File: src/rtl/med_list_writer.sv
// Writer side of the medicine-list memory: button edges become 4-bit IDs written at consecutive addresses.
// Optional feature macro MEDLIST_CLEAR_EN adds a CLEAR sweep that fills the list with stop words on entry.
module med_list_writer #(
   parameter int DEPTH = 10
) (
   input  logic       Clk,
   input  logic       Rst,
   input  logic       Enable,
   input  logic       IncButton,
   input  logic       NextButton,
   input  logic       DoneButton,
   output logic [5:0] Address,
   output logic [3:0] Data_Out,
   output logic       WriteEnable,
   output logic [3:0] EntryValue,
   output logic [5:0] Count,
   output logic       Full,
   output logic       Done
);

   localparam logic [2:0] S_IDLE  = 3'd0;
`ifdef MEDLIST_CLEAR_EN
   localparam logic [2:0] S_CLEAR = 3'd1;
`endif
   localparam logic [2:0] S_EDIT  = 3'd2;
   localparam logic [2:0] S_WRITE = 3'd3;
   localparam logic [2:0] S_TERM  = 3'd4;
   localparam logic [2:0] S_DONE  = 3'd5;

   localparam logic [3:0] STOP_WORD = 4'b1111;
   localparam logic [5:0] DEPTH_W   = 6'(DEPTH);

   // 4'b1111 is reserved as the stop word, so the displayed ID wraps from 14 to 0.
   function automatic logic [3:0] next_id(input logic [3:0] id);
      next_id = (id == 4'd14) ? 4'd0 : id + 4'd1;
   endfunction

   logic [2:0] state_q, state_d;
   logic       inc_prev_q, nxt_prev_q, dne_prev_q;
   logic [5:0] addr_q, addr_d;
   logic [3:0] data_q, data_d;
   logic       we_q, we_d;
   logic [3:0] ev_q, ev_d;
   logic [5:0] cnt_q, cnt_d;
   logic       full_q, full_d;
   logic       done_q, done_d;

   logic inc_edge, nxt_edge, dne_edge;

   assign inc_edge = IncButton  & ~inc_prev_q;
   assign nxt_edge = NextButton & ~nxt_prev_q;
   assign dne_edge = DoneButton & ~dne_prev_q;

   always_comb begin
      state_d = state_q;
      addr_d  = addr_q;
      data_d  = data_q;
      we_d    = we_q;
      ev_d    = ev_q;
      cnt_d   = cnt_q;
      full_d  = full_q;
      done_d  = done_q;

      if (!Enable || state_q == S_IDLE) begin
         addr_d  = 6'd0;
         data_d  = STOP_WORD;
         we_d    = 1'b0;
         ev_d    = 4'd0;
         cnt_d   = 6'd0;
         full_d  = 1'b0;
         done_d  = 1'b0;
         state_d = S_IDLE;
         if (Enable) begin
`ifdef MEDLIST_CLEAR_EN
            state_d = S_CLEAR;
`else
            state_d = S_EDIT;
`endif
         end
      end else begin
         case (state_q)
`ifdef MEDLIST_CLEAR_EN
            // First CLEAR cycle raises the strobe at address 0; the sweep ends after DEPTH strobed cycles.
            S_CLEAR: begin
               data_d = STOP_WORD;
               if (!we_q) begin
                  we_d   = 1'b1;
                  addr_d = 6'd0;
               end else if (addr_q == DEPTH_W - 6'd1) begin
                  we_d    = 1'b0;
                  addr_d  = 6'd0;
                  state_d = S_EDIT;
               end else begin
                  addr_d = addr_q + 6'd1;
               end
            end
`endif
            S_EDIT: begin
               if (dne_edge) begin
                  data_d  = STOP_WORD;
                  we_d    = 1'b1;
                  state_d = S_TERM;
               end else if (nxt_edge) begin
                  data_d  = ev_q;
                  we_d    = 1'b1;
                  state_d = S_WRITE;
               end else if (inc_edge) begin
                  ev_d = next_id(ev_q);
               end
            end
            // A full list gets no stop word: the reader stops at DEPTH on its own.
            S_WRITE: begin
               we_d   = 1'b0;
               addr_d = addr_q + 6'd1;
               cnt_d  = cnt_q + 6'd1;
               ev_d   = 4'd0;
               if (cnt_q + 6'd1 == DEPTH_W) begin
                  full_d  = 1'b1;
                  done_d  = 1'b1;
                  state_d = S_DONE;
               end else begin
                  state_d = S_EDIT;
               end
            end
            S_TERM: begin
               we_d    = 1'b0;
               done_d  = 1'b1;
               state_d = S_DONE;
            end
            S_DONE: begin
               state_d = S_DONE;
            end
            default: begin
               we_d    = 1'b0;
               state_d = S_IDLE;
            end
         endcase
      end
   end

   always_ff @(posedge Clk) begin
      if (Rst) begin
         state_q    <= S_IDLE;
         inc_prev_q <= 1'b0;
         nxt_prev_q <= 1'b0;
         dne_prev_q <= 1'b0;
         addr_q     <= 6'd0;
         data_q     <= STOP_WORD;
         we_q       <= 1'b0;
         ev_q       <= 4'd0;
         cnt_q      <= 6'd0;
         full_q     <= 1'b0;
         done_q     <= 1'b0;
      end else begin
         state_q    <= state_d;
         inc_prev_q <= IncButton;
         nxt_prev_q <= NextButton;
         dne_prev_q <= DoneButton;
         addr_q     <= addr_d;
         data_q     <= data_d;
         we_q       <= we_d;
         ev_q       <= ev_d;
         cnt_q      <= cnt_d;
         full_q     <= full_d;
         done_q     <= done_d;
      end
   end

   assign Address     = addr_q;
   assign Data_Out    = data_q;
   assign WriteEnable = we_q;
   assign EntryValue  = ev_q;
   assign Count       = cnt_q;
   assign Full        = full_q;
   assign Done        = done_q;

endmodule
File: config.mk
export PLATFORM = sky130hd
export DESIGN_NAME = med_list_writer
export DESIGN_NICKNAME = d
export VERILOG_FILES = /design/src/rtl/med_list_writer.sv
export SDC_FILE = /design/constraint.sdc
export NUM_CORES = 1
export LEC_CHECK = 0
export CAP_MARGIN = 20
export CORE_MARGIN = 4
export CORE_UTILIZATION = 40
export DETAILED_ROUTE_END_ITERATION = 16
export PLACE_DENSITY = 0.74
export SYNTH_ARGS = -nofsm -noshare
export SYNTH_HDL_FRONTEND = slang
export SYNTH_SLANG_ARGS = --single-unit
File: constraint.sdc
create_clock -name Clk -period 5.7 [get_ports Clk]
set_input_delay 1.14 -clock Clk [delete_from_list [all_inputs] [get_ports Clk]]
set_output_delay 1.14 -clock Clk [all_outputs]
set_load 0.005 [all_outputs]
; ---- Yosys cells after proc, flatten, opt, wreduce, memory -nomap -nowiden
; Cells that the tools add are included.
[word_totals]
register_bits = 29
latchBits = 0
ram_bits = 0
rom_bits = 0
input_bits = 6
output_inout_bits = 23
memories = 0
[op_classes]
add_sub_neg = 3
multipliers = 0
div_mod_pow = 0
order_cmp = 0
eq_ne = 12
shifts = 0
mux = 18
bitwise_logic = 7
reduce_logical = 13
[op_table]
columns = op, n
row1 = 4-bit 2-to-1 mux, 6
row2 = "6-bit by 1-bit adder with 6-bit output, second input constant", 2
row3 = 3-bit 2-to-1 mux, 4
row4 = 3-bit case mux with 3 select lines, 1
row5 = "2-bit inequality test, second input constant", 4
row6 = 4-bit case mux with 2 select lines, 1
row7 = 2-bit AND reduction, 4
row8 = "3-bit by 2-bit == test with 1-bit output, second input constant", 2
row9 = "3-bit == test, second input constant", 2
row10 = "6-bit by 4-bit == test with 1-bit output, second input constant", 1
row11 = 2-bit nonzero test, 3
row12 = "4-bit by 1-bit adder with 4-bit output, second input constant", 1
row13 = "4-bit == test, second input constant", 1
row14 = "4-bit inequality test, second input constant", 1
row15 = 1-bit inverter, 4
row16 = 1-bit case mux with 2 select lines, 2
row17 = 4-bit AND reduction, 1
row18 = 2-bit OR reduction, 2
row19 = 1-bit bitwise AND, 3
row20 = 3-bit logical NOT, 1
row21 = 1-bit 2-to-1 mux, 3
row22 = "3-bit inequality test, second input constant", 1
row23 = 2-bit 2-to-1 mux, 1
row24 = 1-bit logical NOT, 1
row25 = 1-bit logical OR, 1

; ---- Depth between registers and ports, before layout
[depth]
ltp_word = 6
mapped_depth = 6

; ---- Least setup slack after synthesis
; OpenSTA, ideal clock, no wires.
[synth_timing]
kind = input to register
from = in DoneButton
to = reg ev_q[3], in the netlist EntryValue[3]
setup_ns = 0.070
arrival_ns = 2.530
required_ns = 5.630
path_slack_ns = 3.100
path_stages = 5
cell_sequence = nor2b_1 or4_1 buf_2 or4_1 a21oi_1
[synth_via]
elab_chain_cells = 3
[synth_rtl]
columns = element, line
row1 = "start, declared", 11  ; input logic DoneButton,
row2 = 1-bit bitwise AND, 52  ; assign dne_edge = DoneButton & ~dne_prev_q;
row3 = 2-bit inequality test (no line), n/a
row4 = 4-bit AND reduction (no line), n/a
row5 = "end signal, assigned", 162  ; ev_q <= ev_d;
row6 = "end, declared", 43  ; logic [3:0] ev_q, ev_d;
; No other way between the ends.
; A chain may end at the register's enable or synchronous reset.

; ---- Worst setup path in the final report
; Same ends and word-level chain as after synthesis.

==> flow_summary.json <==
{
  "grt_pass1_wl_mm": 4.533,
  "synth-edff-count": 0,
  "setup_ws_ps": 2879,
  "gp_congestion": 0.7317,
  "multi_input_area_um2": 674.4,
  "hold_path_class": "reg -> reg",
  "clk_latency_ps": 320,
  "place_ws_ps": 2547,
  "core_um2": 3078,
  "combPwrFrac_pct": 4.5,
  "regArea_um2": 580.6,
  "grt_usage_pct": 13.63,
  "skew_ps": 9.266,
  "cts_tree": "built",
  "synthArstFlopShare_pct": 0,
  "synth_warnings": 0,
  "start_kind": "input port",
  "cp-end-kind": "flip-flop",
  "rows": 20,
  "first_iter_violations": 29,
  "vdd_drop_max_mv": 0.1340,
  "powerDensity_nw_per_um2": 206.9,
  "fillers": 275,
  "leakagePower_nw": 0.5661,
  "dieWidth_um": 64.87,
  "finalCriticalPeriod_ps": 2821,
  "outcome": "finished, final reports clean",
  "crit_fanout": 8,
  "synth_fp_nets": 159,
  "cts_buffers": 5,
  "routed_wl_mm": 2.679,
  "slew_viol_final": 0,
  "detail_route.wl_per_cell_um": 12.07,
  "ctsResizeCount": 0,
  "ys_ff_latch": 29,
  "layout_commonest_cell": "dfxtp_1",
  "final_min_period_over_clock_period_pct": 49.50,
  "area_growth_pct": 28.63,
  "io_buffers": 28,
  "p_switching_mw": 0.07372,
  "drive_gt1_share_pct": 5.056,
  "cts_buffer_depth": 2,
  "p_total_mw": 0.3443,
  "design_area_um2": 1664,
  "drc": 0,
  "slew_headroom_pct": 57.70,
  "cts_setup_buffers": 0,
  "viasPerCell": 5.045,
  "first_pass_iters": 5,
  "synth_seq_area_share_pct": 44.87,
  "ios": 29,
  "critical_path_class": "in -> reg",
  "worst-slew-pin-transition_ps": 634.4,
  "ys_types": 34,
  "antenna_found_initial": 0,
  "maxCapViolations": 0,
  "antenna_cells": 0,
  "clockPowerShare_pct": 35.7,
  "grt_setup_unrepaired": "no",
  "cts-htree-levels": 2,
  "crit_required_ps": 5950,
  "swShare_pct": 21.41,
  "pwr-share-seq_pct": 59.8,
  "num_vias": 1120,
  "grt_pass1_vias": 1092,
  "setup-tns-final_ps": 0,
  "die_area_um2": 4208,
  "crit_arrival_ps": 3070,
  "utilization_pct": 54.07,
  "syn_avg_cell_area_um2": 8.741,
  "nNetsFinal": 189,
  "syn_area_um2": 1294,
  "ant_nets": 0,
  "fp.dieH_um": 64.87,
  "max_clock_freq_ghz": 0.3545,
  "hold_viol_final": 0,
  "p_int_mw": 0.2706,
  "regToRegSetupSlack_ps": 3510,
  "clkTransAtPathRegs_ps": 80,
  "synth_flop_cell": "dfxtp_1",
  "root_buffer": "clkbuf_4",
  "dp_hpwl_mm": 1.980,
  "placed_cell_area_um2": 1609,
  "finalSetupViolCount": 0,
  "overflow": 0,
  "layout_common_cells": "29 x dfxtp_1, 28 x clkdlybuf4s50_1, 16 x nor2_1",
  "grt_max_degree": 18,
  "synth_cells": 148,
  "start_util_pct": 42.03,
  "clkSinkCount": 29,
  "ctsHoldBuffers": 0
}
## synth_stat cells (all sizes together), types with 3 or more instances
library cell | count | area, µm²
dfxtp | 29 | 580.6
nor2 | 16 | 60.06
nand2 | 15 | 56.30
a21oi | 10 | 50.05
xor2 | 8 | 70.07
nand2b | 7 | 43.79
ha | 5 | 62.56
inv | 5 | 18.77
nand4 | 5 | 31.28
nor2b | 5 | 31.28
a31oi | 4 | 25.02
nand3 | 4 | 20.02
clkbuf | 3 | 11.26
o21ai | 3 | 15.01
## metrics by stage
stage,cells,hold WS (ps)
2_1_floorplan,148,442.1
3_3_place_gp,215,441.5
3_5_place_dp,215,440.9
4_1_cts,222,454.3
5_1_grt,222,480.0
6_report,222,453.6
## cell families (layout without fill, tap and decap cells)
group	after synthesis	in the layout	share of synthesized area (%)
AND/OR/NAND/NOR	67	67	26.98
flip-flops	29	29	44.87
XOR/XNOR	10	10	6.770
AO/OA/AOI/OAI	27	27	13.54
adder cells (fa/ha/maj)	5	5	4.836
buffers and inverters	10	40	2.998
## cell type report
cell class / instances / area share [%]
Multi-Input combinational cell: 109 / 40.53
Sequential cell: 29 / 34.89
Timing Repair Buffer: 28 / 16.84
Clock buffer: 7 / 3.308
Tap cell: 44 / 3.308
Inverter: 5 / 1.128
## flip-flops by register name, summed over array words and instances (netlist names)
name / flops
Address: 6
Count: 6
Data_Out: 4
EntryValue: 4
state_q: 3
Done: 1
Full: 1
WriteEnable: 1
dne_prev_q: 1
inc_prev_q: 1
nxt_prev_q: 1
## worst max-delay path: stages
cell and delay [ps]:
clkdlybuf4s50_1 420, nor2b_1 180, or4_1 660, or4_1 520, a21oi_1 150
## path summary, 6_finish.rpt
check / from / endpoint / cells past startpoint
max: DoneButton / EntryValue[3] / 5
min: Full / Full / 2
max reg2reg: state_q[1] / EntryValue[3] / 4
min reg2reg: Full / Full / 2
## power by group through the flow
stage | combinational (mW) | clock [mW] | sequential (mW)
3_3_place_gp | 0.0152 | 0 | 0.210
4_1_cts | 0.0157 | 0.128 | 0.206
2_1_floorplan | 0.00936 | 0 | 0.210
6_report | 0.0155 | 0.123 | 0.206
3_5_place_dp | 0.0156 | 0 | 0.210
5_1_grt | 0.0173 | 0.137 | 0.206
## metal layers
| layer | vias to the layer above | GRT usage [%] | part of all wire, % |
|---|---|---|---|
| met5 | - | 0 | 0 |
| met4 | 0 | 6.069 | 0.82 |
| met3 | 2 | 4.333 | 4.1 |
| met2 | 25 | 22.48 | 47 |
| met1 | 513 | 16.06 | 48 |
| li1 | 580 | - | - |
(Power assumes the default switching activity.)
